==> src/rtl/cmd_frame_tx_pkg.sv <==
// ---------------------------------------------------------------------------
// cmd_frame_tx_pkg
// Shared UART framing constants, the frame transmitter state type and the
// checksum helper used by cmd_frame_tx and anything that builds or parses
// command frames.
//   UART_FIFO_COUNTER_W : width of the UART TX FIFO fill-level counter
//   UART_FIFO_DEPTH     : FIFO depth; a fill level at or above this is full
//   FRAME_*             : fixed header/tail bytes of a command frame
//   SWITCH_BOARD_ID     : default board identifier
//   CMD_*               : recognised command codes
// ---------------------------------------------------------------------------
package cmd_frame_tx_pkg;

  localparam int UART_FIFO_COUNTER_W = 5;
  localparam logic [UART_FIFO_COUNTER_W-1:0] UART_FIFO_DEPTH = 5'd16;

  localparam logic [7:0] FRAME_HEAD0     = 8'hEB;
  localparam logic [7:0] FRAME_HEAD1     = 8'h90;
  localparam logic [7:0] FRAME_TAIL0     = 8'h09;
  localparam logic [7:0] FRAME_TAIL1     = 8'hD7;
  localparam logic [7:0] SWITCH_BOARD_ID = 8'hAB;

  localparam logic [7:0] CMD_0A = 8'h0A;
  localparam logic [7:0] CMD_0B = 8'h0B;
  localparam logic [7:0] CMD_A0 = 8'hA0;
  localparam logic [7:0] CMD_B0 = 8'hB0;
  localparam logic [7:0] CMD_AB = 8'hAB;
  localparam logic [7:0] CMD_BA = 8'hBA;
  localparam logic [7:0] CMD_AA = 8'hAA;
  localparam logic [7:0] CMD_55 = 8'h55;
  localparam logic [7:0] CMD_BB = 8'hBB;
  localparam logic [7:0] CMD_44 = 8'h44;

  typedef enum logic [2:0] {
    IDLE = 3'd0,
    LOAD = 3'd1,
    PUSH = 3'd2,
    GAP1 = 3'd3,
    GAP2 = 3'd4,
    DONE = 3'd5
  } frame_state_t;

  // Checksum chosen so that arg + board + code + csum wraps to 8'h00.
  function automatic logic [7:0] calcCsum(input logic [7:0] arg,
                                          input logic [7:0] board,
                                          input logic [7:0] code);
    return 8'h00 - (arg + board + code);
  endfunction

endpackage

==> src/rtl/cmd_frame_tx_if.sv <==
// ---------------------------------------------------------------------------
// cmd_frame_tx_if
// Bundles the command handshake, the UART TX FIFO write side and the status
// pulses of cmd_frame_tx.
//   cmd_valid/cmd_code/cmd_arg/cmd_ready : command request handshake
//   tf_counter                           : UART TX FIFO fill level
//   tf_push/tdr                          : FIFO write strobe and data byte
//   busy/frame_done/error                : frame progress and result
// Modports: slave = the frame transmitter, master = the command source.
// ---------------------------------------------------------------------------
interface cmd_frame_tx_if;
  import cmd_frame_tx_pkg::*;

  logic                           cmd_valid;
  logic [7:0]                     cmd_code;
  logic [7:0]                     cmd_arg;
  logic                           cmd_ready;
  logic [UART_FIFO_COUNTER_W-1:0] tf_counter;
  logic                           tf_push;
  logic [7:0]                     tdr;
  logic                           busy;
  logic                           frame_done;
  logic                           error;

  modport master (
    output cmd_valid, cmd_code, cmd_arg, tf_counter,
    input  cmd_ready, tf_push, tdr, busy, frame_done, error
  );

  modport slave (
    input  cmd_valid, cmd_code, cmd_arg, tf_counter,
    output cmd_ready, tf_push, tdr, busy, frame_done, error
  );

endinterface

==> src/rtl/cmd_frame_tx.sv <==
// ---------------------------------------------------------------------------
// cmd_frame_tx
// Turns one accepted command into an 8-byte frame
//   EB 90 arg BOARD_ID code csum 09 D7
// written byte by byte into a UART TX FIFO, never faster than one push every
// three cycles, waiting while the FIFO is full and aborting the frame when
// it stays full for STALL_LIMIT consecutive cycles.
// Parameters: BOARD_ID (frame byte 3), STALL_LIMIT (full cycles before abort)
// Ports:
//   clk : system clock, rising edge
//   rst : asynchronous active-high reset
//   bus : cmd_frame_tx_if.slave (handshake, FIFO write side, status)
// ---------------------------------------------------------------------------
module cmd_frame_tx
  import cmd_frame_tx_pkg::*;
#(
  parameter logic [7:0]  BOARD_ID    = SWITCH_BOARD_ID,
  parameter logic [31:0] STALL_LIMIT = 32'd50000
) (
  input  logic           clk,
  input  logic           rst,
  cmd_frame_tx_if.slave  bus
);

  frame_state_t r_state;
  frame_state_t w_nextState;

  logic [7:0]  r_code;
  logic [7:0]  r_arg;
  logic [7:0]  r_csum;
  logic [2:0]  r_byteIdx;
  logic [31:0] r_stall;
  logic [7:0]  r_tdr;

  logic        w_accept;
  logic        w_full;
  logic        w_push;
  logic        w_error;
  logic [31:0] w_stallNext;
  logic        w_stallHit;
  logic [7:0]  w_frameByte;

  assign w_accept    = (r_state == IDLE) && bus.cmd_valid;
  assign w_full      = (bus.tf_counter >= UART_FIFO_DEPTH);
  assign w_stallNext = r_stall + 32'd1;
  assign w_stallHit  = w_full && (w_stallNext >= STALL_LIMIT);

  always_comb begin
    w_frameByte = FRAME_HEAD0;
    case (r_byteIdx)
      3'd0:    w_frameByte = FRAME_HEAD0;
      3'd1:    w_frameByte = FRAME_HEAD1;
      3'd2:    w_frameByte = r_arg;
      3'd3:    w_frameByte = BOARD_ID;
      3'd4:    w_frameByte = r_code;
      3'd5:    w_frameByte = r_csum;
      3'd6:    w_frameByte = FRAME_TAIL0;
      default: w_frameByte = FRAME_TAIL1;
    endcase
  end

  always_ff @(posedge clk or posedge rst) begin
    if (rst) begin
      r_state <= IDLE;
    end else begin
      r_state <= w_nextState;
    end
  end

  // The two gap states space pushes three cycles apart so the FIFO fill level
  // reflects the previous push before the next full check; byte_idx wrapping
  // back to zero marks that byte 7 has gone out.
  always_comb begin
    w_nextState = r_state;
    w_push      = 1'b0;
    w_error     = 1'b0;
    case (r_state)
      IDLE: if (bus.cmd_valid) w_nextState = LOAD;
      LOAD: w_nextState = PUSH;
      PUSH: begin
        if (!w_full) begin
          w_push      = 1'b1;
          w_nextState = GAP1;
        end else if (w_stallHit) begin
          w_error     = 1'b1;
          w_nextState = IDLE;
        end
      end
      GAP1: w_nextState = GAP2;
      GAP2: w_nextState = (r_byteIdx == 3'd0) ? DONE : PUSH;
      DONE: w_nextState = IDLE;
      default: w_nextState = IDLE;
    endcase
  end

  always_ff @(posedge clk or posedge rst) begin
    if (rst) begin
      r_code    <= 8'h00;
      r_arg     <= 8'h00;
      r_csum    <= 8'h00;
      r_byteIdx <= 3'd0;
      r_stall   <= 32'd0;
      r_tdr     <= 8'h00;
    end else if (w_accept) begin
      r_code    <= bus.cmd_code;
      r_arg     <= bus.cmd_arg;
      r_csum    <= calcCsum(bus.cmd_arg, BOARD_ID, bus.cmd_code);
      r_byteIdx <= 3'd0;
      r_stall   <= 32'd0;
    end else if (r_state == PUSH) begin
      if (w_push) begin
        r_tdr     <= w_frameByte;
        r_byteIdx <= r_byteIdx + 3'd1;
        r_stall   <= 32'd0;
      end else begin
        r_stall   <= w_stallNext;
      end
    end
  end

  // tdr shows the byte being pushed in the push cycle itself and keeps the
  // last pushed byte afterwards.
  assign bus.tdr        = w_push ? w_frameByte : r_tdr;
  assign bus.tf_push    = w_push;
  assign bus.cmd_ready  = (r_state == IDLE);
  assign bus.busy       = (r_state != IDLE);
  assign bus.frame_done = (r_state == DONE);
  assign bus.error      = w_error;

endmodule

==> src/flat_wrapper.sv <==
// flat-port wrapper written by rule: the top's interface ports become plain ports
module cmd_frame_tx_flat import cmd_frame_tx_pkg::*;
#(
  parameter logic [7:0]  BOARD_ID    = SWITCH_BOARD_ID,
  parameter logic [31:0] STALL_LIMIT = 32'd50000
)
  (clk, rst, bus_cmd_valid, bus_cmd_code, bus_cmd_arg, bus_tf_counter, bus_cmd_ready, bus_tf_push, bus_tdr, bus_busy, bus_frame_done, bus_error);
  cmd_frame_tx_if bus_i ();
  input  logic clk;
  input  logic rst;
  input wire logic [$bits(bus_i.cmd_valid)-1:0] bus_cmd_valid;
  input wire logic [$bits(bus_i.cmd_code)-1:0] bus_cmd_code;
  input wire logic [$bits(bus_i.cmd_arg)-1:0] bus_cmd_arg;
  input wire logic [$bits(bus_i.tf_counter)-1:0] bus_tf_counter;
  output wire logic [$bits(bus_i.cmd_ready)-1:0] bus_cmd_ready;
  output wire logic [$bits(bus_i.tf_push)-1:0] bus_tf_push;
  output wire logic [$bits(bus_i.tdr)-1:0] bus_tdr;
  output wire logic [$bits(bus_i.busy)-1:0] bus_busy;
  output wire logic [$bits(bus_i.frame_done)-1:0] bus_frame_done;
  output wire logic [$bits(bus_i.error)-1:0] bus_error;
  assign bus_i.cmd_valid = bus_cmd_valid;
  assign bus_i.cmd_code = bus_cmd_code;
  assign bus_i.cmd_arg = bus_cmd_arg;
  assign bus_i.tf_counter = bus_tf_counter;
  assign bus_cmd_ready = bus_i.cmd_ready;
  assign bus_tf_push = bus_i.tf_push;
  assign bus_tdr = bus_i.tdr;
  assign bus_busy = bus_i.busy;
  assign bus_frame_done = bus_i.frame_done;
  assign bus_error = bus_i.error;
  cmd_frame_tx #(.BOARD_ID(BOARD_ID), .STALL_LIMIT(STALL_LIMIT)) u_core (.clk(clk), .rst(rst), .bus(bus_i));
endmodule
==> config.mk <==
export PLATFORM = sky130hd
export DESIGN_NAME = cmd_frame_tx_flat
export DESIGN_NICKNAME = d
export VERILOG_FILES = /design/src/rtl/cmd_frame_tx_pkg.sv /design/src/rtl/cmd_frame_tx_if.sv /design/src/rtl/cmd_frame_tx.sv /design/src/flat_wrapper.sv
export SDC_FILE = /design/constraint.sdc
export NUM_CORES = 1
export LEC_CHECK = 0
export CORE_AREA = 2 2 79 100
export DETAILED_ROUTE_END_ITERATION = 7
export DIE_AREA = 0 0 81 102
export PLACE_DENSITY = 0.84
export SLEW_MARGIN = 20
export SYNTH_ARGS = -nofsm -noshare
export SYNTH_HDL_FRONTEND = slang
export SYNTH_SLANG_ARGS = --single-unit
==> constraint.sdc <==
create_clock -name clk -period 7.8 [get_ports clk]
set_input_delay 1.17 -clock clk [delete_from_list [all_inputs] [get_ports clk]]
set_output_delay 1.17 -clock clk [all_outputs]
set_load 0.005 [all_outputs]
==> flow_metrics.py <==
metrics = {
    "run_status": {
        "status": "finished clean",
    },
    "power": {
        "p_sw_frac": 0.398,
        "p_leak_nw": 2.20,
        "p_per_area_nw_per_um2": 265,
        "switchingPower_w": 0.000526,
        "power_frac_comb": 0.396,
        "pwr-share-clk": 0.198,
        "peakVddDrop_v": 0.000167,
        "power_w": 0.00132,
        "p_int_w": 0.000795,
        "pwr-share-seq": 0.407,
    },
    "cts": {
        "cts-resized-gates": 0,
        "clk-insertion-delay-late_ps": 360,
        "cts-root-buf": "clkbuf_8",
        "cts_hold_buf": 0,
        "cts_tree": "done",
        "clk_pin_slew_worst_paths_ps": 80,
        "post_cts_buffers": 0,
        "cts_buffers": 9,
        "cts_buffer_depth": 2,
        "cts.sinks": 70,
        "htreeDepth": 3,
    },
    "yosys": {
        "syn_area_per_cell_um2": 8.31,
        "ys_types": 55,
        "async_flop_share": 1.00,
        "syn-num-nets": 584,
        "yosys_warnings": 0,
        "synthCells": 540,
        "netlist_area_um2": 4490,
        "synthFlopType": "dfrtp_1",
        "ys_seq_area_frac": 0.390,
        "synth-edff-count": 0,
        "ys_seq_elements": 70,
    },
    "worst_setup_path": {
        "arrival_ps": 3920,
        "required_ps": 6630,
        "timing.rr.end": "u_core.r_state[1]$_DFFE_PP0P_",
        "rrSetupSlack_ps": 4540,
        "start_kind": "register",
        "crit_type": "register to primary output",
        "end_kind": "primary output",
        "r2r_cells": 8,
        "cp_max_fo": 15,
        "crit-reg2reg-launch": "u_core.r_stall[0]$_DFFE_PP0P_",
    },
    "timing": {
        "min_period_over_period": 0.653,
        "slew_violations": 0,
        "rsz0062_at_grt": "no",
        "max_freq_mhz": 196,
        "skew_ps": 11.6,
        "tns_ps": 0,
        "finalSetupViolCount": 0,
        "finalHoldViolCount": 0,
        "worstMarginPinSlew_ps": 1050,
        "fin_crit_ps": 5090,
        "slew_headroom": 0.298,
    },
    "cells_and_area": {
        "area_growth_pct": 11.2,
        "diodes": 0,
        "drive_above_1_share": 0.0662,
        "final_cell_area_um2": 4990,
        "post-route-util": 0.686,
        "final_cells": 651,
        "nNetsFinal": 598,
    },
    "route": {
        "vias": 4100,
        "routed_via_density": 6.30,
        "first_iter_violations": 289,
        "totalWireLength_um": 10000,
        "drcViolationCount": 0,
        "drt_first_pass_iters": 6,
        "wl_per_cell_um": 15.4,
        "antenna_left": 0,
    },
    "placement": {
        "placed_cells": 635,
        "dpl-instance-area_um2": 4820,
        "numPortBuffers": 32,
        "dp_hpwl_um": 6940,
        "place_congestion": 0.817,
    },
    "flow_run": {
        "drv_cap": 0,
    },
    "floorplanning": {
        "chipWidth_um": 81,
        "core_um2": 7270,
        "io_pins": 37,
        "fp.dieArea_um2": 8260,
        "rows": 35,
        "start_util": 0.617,
        "fp.dieH_um": 102,
    },
    "min_path": {
        "hp-start": "u_core.r_arg[4]$_DFFE_PP0P_",
        "hold_end": "u_core.r_arg[4]$_DFFE_PP0P_",
        "hold_path.class": "register to register",
        "hold_path_depth": 2,
    },
    "global_route": {
        "grt_antenna_before_repair": 0,
        "grt_overflow_total": 0,
        "grt_pass1_vias": 4089,
        "grt_first_pass_wirelength_um": 17700,
        "grt_max_degree": 71,
        "track_usage": 0.270,
    },
}
how the worst max path moves through the flow:
stage / startpoint / endpoint / slack [ps] / depth (start not counted)
final: u_core.r_stall[0]$_DFFE_PP0P_ / bus_error / 2710 / 9
after global routing: u_core.r_stall[0]$_DFFE_PP0P_ / bus_error / 2480 / 9
after CTS: u_core.r_stall[0]$_DFFE_PP0P_ / bus_error / 2790 / 9
after detailed placement: bus_tf_counter[4] / bus_tdr[1] / 3040 / 7
after global placement: bus_tf_counter[4] / bus_tdr[0] / 3090 / 7
after floorplan: u_core.r_stall[5]$_DFFE_PP0P_ / bus_error / 4310 / 8
logic make-up after synthesis:
| family | after synthesis | share of synthesized area |
|---|---|---|
| buf+inv | 59 | 0.0521 |
| flops | 70 | 0.390 |
| fa+ha+maj | 20 | 0.0574 |
| compound gates | 159 | 0.214 |
| simple gates | 209 | 0.239 |
| mux | 5 | 0.0117 |
| xor+xnor | 18 | 0.0351 |
cell usage after synthesis, types with 7 or more instances:
cell | number | share of area
o21ai_0 | 70 | 0.078
inv_1 | 24 | 0.020
a31oi_1 | 10 | 0.014
nand4_1 | 11 | 0.015
xnor2_1 | 13 | 0.025
nor2_1 | 37 | 0.031
nand3_1 | 17 | 0.019
clkbuf_1 | 26 | 0.022
nor3_1 | 7 | 0.0078
nand2_1 | 83 | 0.069
ha_1 | 19 | 0.053
o31ai_1 | 11 | 0.018
a21oi_1 | 30 | 0.033
dfrtp_1 | 70 | 0.39
buf_2 | 7 | 0.0078
and3_1 | 9 | 0.013
power groups by stage:
stage               clock network (W)  registers (W)  logic (W)
finish                       0.000261       0.000537   0.000522
CTS                          0.000261       0.000536   0.000524
detailed placement                  0       0.000542   0.000520
floorplan                           0       0.000506   0.000367
global placement                    0       0.000535   0.000502
global route                 0.000277       0.000551   0.000593
metrics by stage:
step / setup slack, ps / hold WS (ps)
floorplan: 4310 / 439
global placement: 3090 / 452
detailed placement: 3040 / 465
CTS: 2790 / 483
global route: 2480 / 514
finish: 2710 / 483
critical path: stages (launching register included):
cell and delay, ps:
dfrtp_1 480, ha_1 280, nand4_2 230, nor4_4 730
and3_1 330, a31oi_1 100, or4_4 550, nor4_1 350
nor2_1 70, clkdlybuf4s50_1 450
cell usage in the layout, fill, tap and decap left out, drive strengths merged, types with 4 or more instances in the layout:
master          n
ha             19
nand4          13
nor2           37
xor2            5
inv            24
buf             5
clkinv          5
clkbuf         10
clkdlybuf4s50  32
a21o            5
o31ai          11
and3            9
a21oi          30
xnor2          13
and2            6
a221oi          5
nand2b          4
a31oi          10
and4            4
a211oi          5
nor4            6
o22a            4
o21ai          70
dfrtp          70
nor3b           4
nand3          20
a22oi           4
nand2          83
nor3            8
sequential cells by signal, indices dropped and copies added, names as in the netlist:
name              count
u_core.r_stall       32
u_core.r_arg          8
u_core.r_code         8
u_core.r_csum         8
u_core.r_tdr          8
u_core.r_byteIdx      3
u_core.r_state        3
final cells by class:
class | instances | area, um^2
clock buffer | 10 | 128
clock inverter | 6 | 38.8
fill | 609 | 2280
inverter | 25 | 93.8
multi-input combinational | 411 | 2500
sequential | 70 | 1750
tap | 92 | 115
timing repair buffer | 37 | 358
routing by layer:
layer  track usage  up-vias  part of all wire
met1         0.324     1996              0.42
met2         0.472      126              0.52
li1              -     1954                 -
met5             0        -                 0
met4         0.129        0             0.024
met3        0.0415       24             0.042
No activity file was read; power rests on OpenSTA's default activity.
